<file path="src/rtl/tablero_pkg.sv">
// Shared encodings, FSM states and line geometry for the tic-tac-toe board.
package tablero_pkg;

  localparam int unsigned NUM_CELDAS    = 9;
  localparam int unsigned NUM_LINEAS    = 8;
  localparam int unsigned ANCHO_CELDA   = 2;
  localparam int unsigned ANCHO_TABLERO = NUM_CELDAS * ANCHO_CELDA;
  localparam int unsigned ANCHO_POS     = 4;

  // Cell contents
  localparam logic [1:0] VACIA   = 2'b00;
  localparam logic [1:0] MARCA_X = 2'b01;
  localparam logic [1:0] MARCA_O = 2'b10;

  // Game result encodings
  localparam logic [1:0] NINGUNO = 2'b00;
  localparam logic [1:0] GANA_X  = 2'b01;
  localparam logic [1:0] GANA_O  = 2'b10;
  localparam logic [1:0] EMPATE  = 2'b11;

  typedef enum logic [1:0] {
    JUGANDO = 2'd0,
    EVALUAR = 2'd1,
    FIN     = 2'd2
  } estado_t;

  // Cell triplets of each line; index order matches the linea_ganadora bits
  localparam logic [3:0] LINEAS [0:7][0:2] = '{
    '{4'd0, 4'd1, 4'd2},
    '{4'd3, 4'd4, 4'd5},
    '{4'd6, 4'd7, 4'd8},
    '{4'd0, 4'd3, 4'd6},
    '{4'd1, 4'd4, 4'd7},
    '{4'd2, 4'd5, 4'd8},
    '{4'd0, 4'd4, 4'd8},
    '{4'd2, 4'd4, 4'd6}
  };

  // Read one cell of the packed board; out-of-range indices read as empty
  function automatic logic [1:0] leer_celda(input logic [ANCHO_TABLERO-1:0] tab,
                                            input logic [ANCHO_POS-1:0]     idx);
    leer_celda = VACIA;
    for (int i = 0; i < 9; i++) begin
      if (idx == 4'(i)) leer_celda = tab[2*i +: 2];
    end
  endfunction

endpackage

</file>
<file path="src/rtl/detector_linea.sv">
// Combinational win/draw detector over the registered board.
module detector_linea
  import tablero_pkg::*;
(
  input  logic [ANCHO_TABLERO-1:0] tablero,
  output logic                     hay_linea,
  output logic [1:0]               marca,
  output logic [NUM_LINEAS-1:0]    linea,
  output logic                     lleno
);

  logic [1:0] c0, c1, c2;

  // Scan lines in index order so the lowest-index completed line is reported
  always_comb begin
    hay_linea = 1'b0;
    marca     = VACIA;
    linea     = '0;
    c0        = VACIA;
    c1        = VACIA;
    c2        = VACIA;
    for (int l = 0; l < 8; l++) begin
      c0 = leer_celda(tablero, LINEAS[l][0]);
      c1 = leer_celda(tablero, LINEAS[l][1]);
      c2 = leer_celda(tablero, LINEAS[l][2]);
      if (!hay_linea && (c0 != VACIA) && (c0 == c1) && (c1 == c2)) begin
        hay_linea   = 1'b1;
        marca       = c0;
        linea[3'(l)] = 1'b1;
      end
    end
  end

  // Board is full when no cell is empty
  always_comb begin
    lleno = 1'b1;
    for (int i = 0; i < 9; i++) begin
      if (tablero[2*i +: 2] == VACIA) lleno = 1'b0;
    end
  end

endmodule

</file>
<file path="src/rtl/tablero_juego.sv">
// 3x3 tic-tac-toe board: accepts moves, alternates turns, detects win/draw.
module tablero_juego
  import tablero_pkg::*;
#(
  parameter bit PRIMER_JUGADOR = 1'b0
) (
  input  logic                     clk,
  input  logic                     rst,
  input  logic [ANCHO_POS-1:0]     posicion,
  input  logic                     colocar,
  input  logic                     nuevo_juego,
  output logic [ANCHO_TABLERO-1:0] tablero,
  output logic                     turno,
  output logic [1:0]               ganador,
  output logic                     fin,
  output logic [NUM_LINEAS-1:0]    linea_ganadora,
  output logic                     invalida
);

  estado_t                 estado;
  logic [1:0]              celda_actual;
  logic                    pos_valida;
  logic [1:0]              marca_turno;
  logic                    hay_linea;
  logic [1:0]              marca_linea;
  logic [NUM_LINEAS-1:0]   linea_det;
  logic                    lleno;

  detector_linea u_detector (
    .tablero   (tablero),
    .hay_linea (hay_linea),
    .marca     (marca_linea),
    .linea     (linea_det),
    .lleno     (lleno)
  );

  // Decode the cursor cell and the mark of the player to move
  always_comb begin
    pos_valida   = (posicion <= 4'd8);
    celda_actual = leer_celda(tablero, posicion);
    marca_turno  = turno ? MARCA_O : MARCA_X;
  end

  // Game FSM with board, turn and result registers
  always_ff @(posedge clk or negedge rst) begin
    if (!rst) begin
      estado         <= JUGANDO;
      tablero        <= '0;
      turno          <= PRIMER_JUGADOR;
      ganador        <= NINGUNO;
      fin            <= 1'b0;
      linea_ganadora <= '0;
      invalida       <= 1'b0;
    end else begin
      invalida <= 1'b0;
      if (nuevo_juego) begin
        estado         <= JUGANDO;
        tablero        <= '0;
        turno          <= PRIMER_JUGADOR;
        ganador        <= NINGUNO;
        fin            <= 1'b0;
        linea_ganadora <= '0;
      end else begin
        case (estado)
          JUGANDO: begin
            if (colocar) begin
              if (pos_valida && (celda_actual == VACIA)) begin
                for (int i = 0; i < 9; i++) begin
                  if (posicion == 4'(i)) tablero[2*i +: 2] <= marca_turno;
                end
                estado <= EVALUAR;
              end else begin
                invalida <= 1'b1;
              end
            end
          end
          EVALUAR: begin
            if (hay_linea) begin
              ganador        <= (marca_linea == MARCA_O) ? GANA_O : GANA_X;
              linea_ganadora <= linea_det;
              fin            <= 1'b1;
              estado         <= FIN;
            end else if (lleno) begin
              ganador        <= EMPATE;
              linea_ganadora <= '0;
              fin            <= 1'b1;
              estado         <= FIN;
            end else begin
              turno  <= ~turno;
              estado <= JUGANDO;
            end
          end
          FIN: begin
            estado <= FIN;
          end
          default: begin
            estado <= JUGANDO;
          end
        endcase
      end
    end
  end

endmodule

</file>
<file path="config.mk">
export PLATFORM = sky130hd
export DESIGN_NAME = tablero_juego
export DESIGN_NICKNAME = d
export VERILOG_FILES = /design/src/rtl/tablero_pkg.sv /design/src/rtl/detector_linea.sv /design/src/rtl/tablero_juego.sv
export SDC_FILE = /design/constraint.sdc
export NUM_CORES = 1
export LEC_CHECK = 0
export CAP_MARGIN = 10
export CORE_UTILIZATION = 35
export CTS_CLUSTER_SIZE = 24
export DETAILED_ROUTE_END_ITERATION = 10
export SYNTH_ARGS = -nofsm -noshare
export SYNTH_HDL_FRONTEND = slang
export SYNTH_SLANG_ARGS = --single-unit
</file>
<file path="constraint.sdc">
create_clock -name clk -period 5.7 [get_ports clk]
set_input_delay 0.57 -clock clk [delete_from_list [all_inputs] [get_ports clk]]
set_output_delay 0.57 -clock clk [all_outputs]
set_load 0.1 [all_outputs]
</file>
==> results.cfg <==
[route]
wl_met2_um = 2610
vias = 1844
highest-signal-layer = met4
dr_wl_met3_um = 279
routed_wl_um = 5540
drt_first_pass_iters = 4
postRouteAntennaNets = 0
wl_met1_um = 2560
routed_via_density = 5.67
drc = 0
post_drt_wl_per_cell_um = 17.0
dr.first_iter.drc_count = 208

[pwr]
intPower_w = 0.000310
netSwitchingPower_w = 0.000139
p_sw_frac = 0.310
p_clk_frac = 0.365
vdd_drop_max_mv = 0.142
power_density_mw_per_mm2 = 191
p_leak_nw = 0.916
combPwrFrac = 0.157
power_frac_seq = 0.478

[setup_path]
crit_fanout = 13
crit_path_end_kind = flop
cp.arrival_ns = 2.92
cp_slowest_stage_delay_ns = 0.53
reg2reg_depth = 7
crit_buf_inv = 0
rrSetupSlack_ns = 2.96
r2r-start = tablero[9]$_DFFE_PN0P_
slowest_stage = dfrtp_1
worstSetupPathDepth = 7
worst_setup_path_start_kind = flop
critPathKind = reg -> reg
critPathRequiredTime_ns = 5.89
r2r-end = ganador[1]$_DFFE_PN0P_
cp_top_family = compound AO/OA/AOI/OAI gates
crit_path_cell_trace = or3_4 > a2111oi_4 > a31oi_1 > or3b_1 > a311oi_1 > a2111oi_1 > a221oi_2

[floorplan]
die-height_um = 75.7
ios = 39
std_cell_rows = 26
fp.dieW_um = 75.7
initial_utilization = 0.367
dieArea_mm2 = 0.00573
coreArea_mm2 = 0.00517

[timing]
holdWs_ns = 0.513
tightestPinTransition_ns = 0.974
relSlewSlack = 0.349
rsz0062_at_grt = no
finalSetupViolCount = 0
fin_crit_ns = 2.74
fin_crit_sh = 0.480
finalClockSkew_ns = 0.00504
slew_viol_final = 0
clock.fmax_mhz = 365
finalHoldViolations = 0
tns_ns = 0

[clock_network]
cts_tree = built
clk_latency_ns = 0.27
clock_path_buffers = 2
numCtsBuffers = 5
path_clk_slew_ns = 0.07
cts_resized = 0
cts_sinks = 29
ctsRootBufferMaster = clkbuf_8
cts_setup_buffers = 0
cts_max_level = 2
cts_hold_buf = 0

[synthesis]
synth-async-reset-ratio = 1.00
synth_top_cell_area_share = 0.382
synth_seq_area_share = 0.382
ys.flop_type = dfrtp_1
synth-seq-cells = 29
netlist_area_mm2 = 0.00190
synth_edf_count = 0
yosys-top-cells-area = dfrtp_1, nor2_1, nand3_1
synth_largest_area_cell = dfrtp_1
synth_warnings = 0
ys_types = 50
syn_inst = 225
syn_area_per_cell_um2 = 8.45

[grt]
grt_overflow_total = 0
antenna_found_initial = 0
gr-usage-all-layers = 0.208
grt_start_max_net_pins = 30
grt_pass1_wl_um = 8630
first_global_vias = 1634

[layout]
drive_gt1_frac = 0.0824
final_cell_mix = clkdlybuf4s50_1, dfrtp_1, nor2_1
layout.nets = 262
final_common_cell = clkdlybuf4s50_1
antennaDiodeCount = 0
synthToLayoutAreaGrowth_pct = 24.0

[place]
hpwl_um = 4030
globalplace.congestion = 0.851
port_buffers = 34

[worst_hold_path]
whs_endpoint = fin$_DFFE_PN0P_
hold_class = reg -> reg
worstHoldStart = fin$_DFFE_PN0P_
hold_depth = 2

[run_status]
status = completed

[flow_run]
cap_viol_max_count = 0
[logic make-up after synthesis]
kind of cell / Yosys count / synth area share
other: 1 / 0.00197
xor gates and xnor gates: 1 / 0.00461
muxes: 1 / 0.00592
buffers and inverters: 31 / 0.0797
AOI/OAI and AO/OA: 62 / 0.260
and+or+nand+nor: 100 / 0.266
DFF: 29 / 0.382
[cell usage after synthesis (all sizes together) (4+ instances only)]
cell      n
o32ai     7
nand4     4
o31ai     4
nor3      6
a21oi    14
nand2    19
a2111oi   4
nor2     22
inv      13
nand3    16
nor2b    10
o2bb2ai   7
dfrtp    29
buf       7
o22ai     4
clkbuf   10
o21ai     4
or3       6
and3      6
[power by group through the flow]
stage / logic (W) / registers [W] / clock network (W)
4_1_cts: 0.0000705 / 0.000215 / 0.000167
3_3_place_gp: 0.0000704 / 0.000218 / 0
2_1_floorplan: 0.0000373 / 0.000231 / 0
3_5_place_dp: 0.0000704 / 0.000218 / 0
5_1_grt: 0.0000749 / 0.000215 / 0.000175
6_report: 0.0000704 / 0.000215 / 0.000164
[final cells by class]
type                    count  area (µm²)
clock buffers               5        68.8
clock inverters             3        17.5
fillers                   515        2820
inverters                  14        66.3
multi-input cells         168        1030
flip-flops and latches     29         726
well taps                  70        87.6
repair buffers             36         355
[through the flow]
step | worst slack, ns | total power (W) | instances | instance area [µm²] | utilization
6_report | 2.96 | 0.000449 | 325 | 2360 | 0.455
5_1_grt | 2.82 | 0.000465 | 325 | 2360 | 0.455
4_1_cts | 2.97 | 0.000452 | 325 | 2360 | 0.455
3_5_place_dp | 2.73 | 0.000289 | 317 | 2270 | 0.439
3_3_place_gp | 2.83 | 0.000289 | 317 | 2270 | 0.439
2_1_floorplan | 2.76 | 0.000269 | 228 | 1910 | -
[state kept, by name, indices dropped and copies added, names as in the netlist]
signal	cells
turno	1
fin	1
estado	2
tablero	18
ganador	2
linea_ganadora	4
invalida	1
[how the worst max path moves through the flow]
stage	from	end	slack, ns
6_report	tablero[9]$_DFFE_PN0P_	ganador[1]$_DFFE_PN0P_	2.96
4_1_cts	tablero[9]$_DFFE_PN0P_	ganador[1]$_DFFE_PN0P_	2.97
3_3_place_gp	posicion[1]	tablero[10]$_DFFE_PN0P_	2.83
2_1_floorplan	tablero[9]$_DFFE_PN0P_	ganador[1]$_DFFE_PN0P_	2.76
5_1_grt	tablero[9]$_DFFE_PN0P_	ganador[1]$_DFFE_PN0P_	2.82
3_5_place_dp	posicion[1]	tablero[0]$_DFFE_PN0P_	2.73
[metal layers]
layer  global-route usage  up-vias
met2                0.313       64
met1                0.302      889
met5                    0        -
met4               0.0741        0
met3               0.0317        9
li1                     -      882
[worst reg2reg max path: stages, from the launching register on]
cell and delay, ns:
dfrtp_1 0.53, or3_4 0.44, a2111oi_4 0.47, a31oi_1 0.16, or3b_1 0.38, a311oi_1 0.29
a2111oi_1 0.13, a221oi_2 0.25
(Power assumes the default switching activity.)
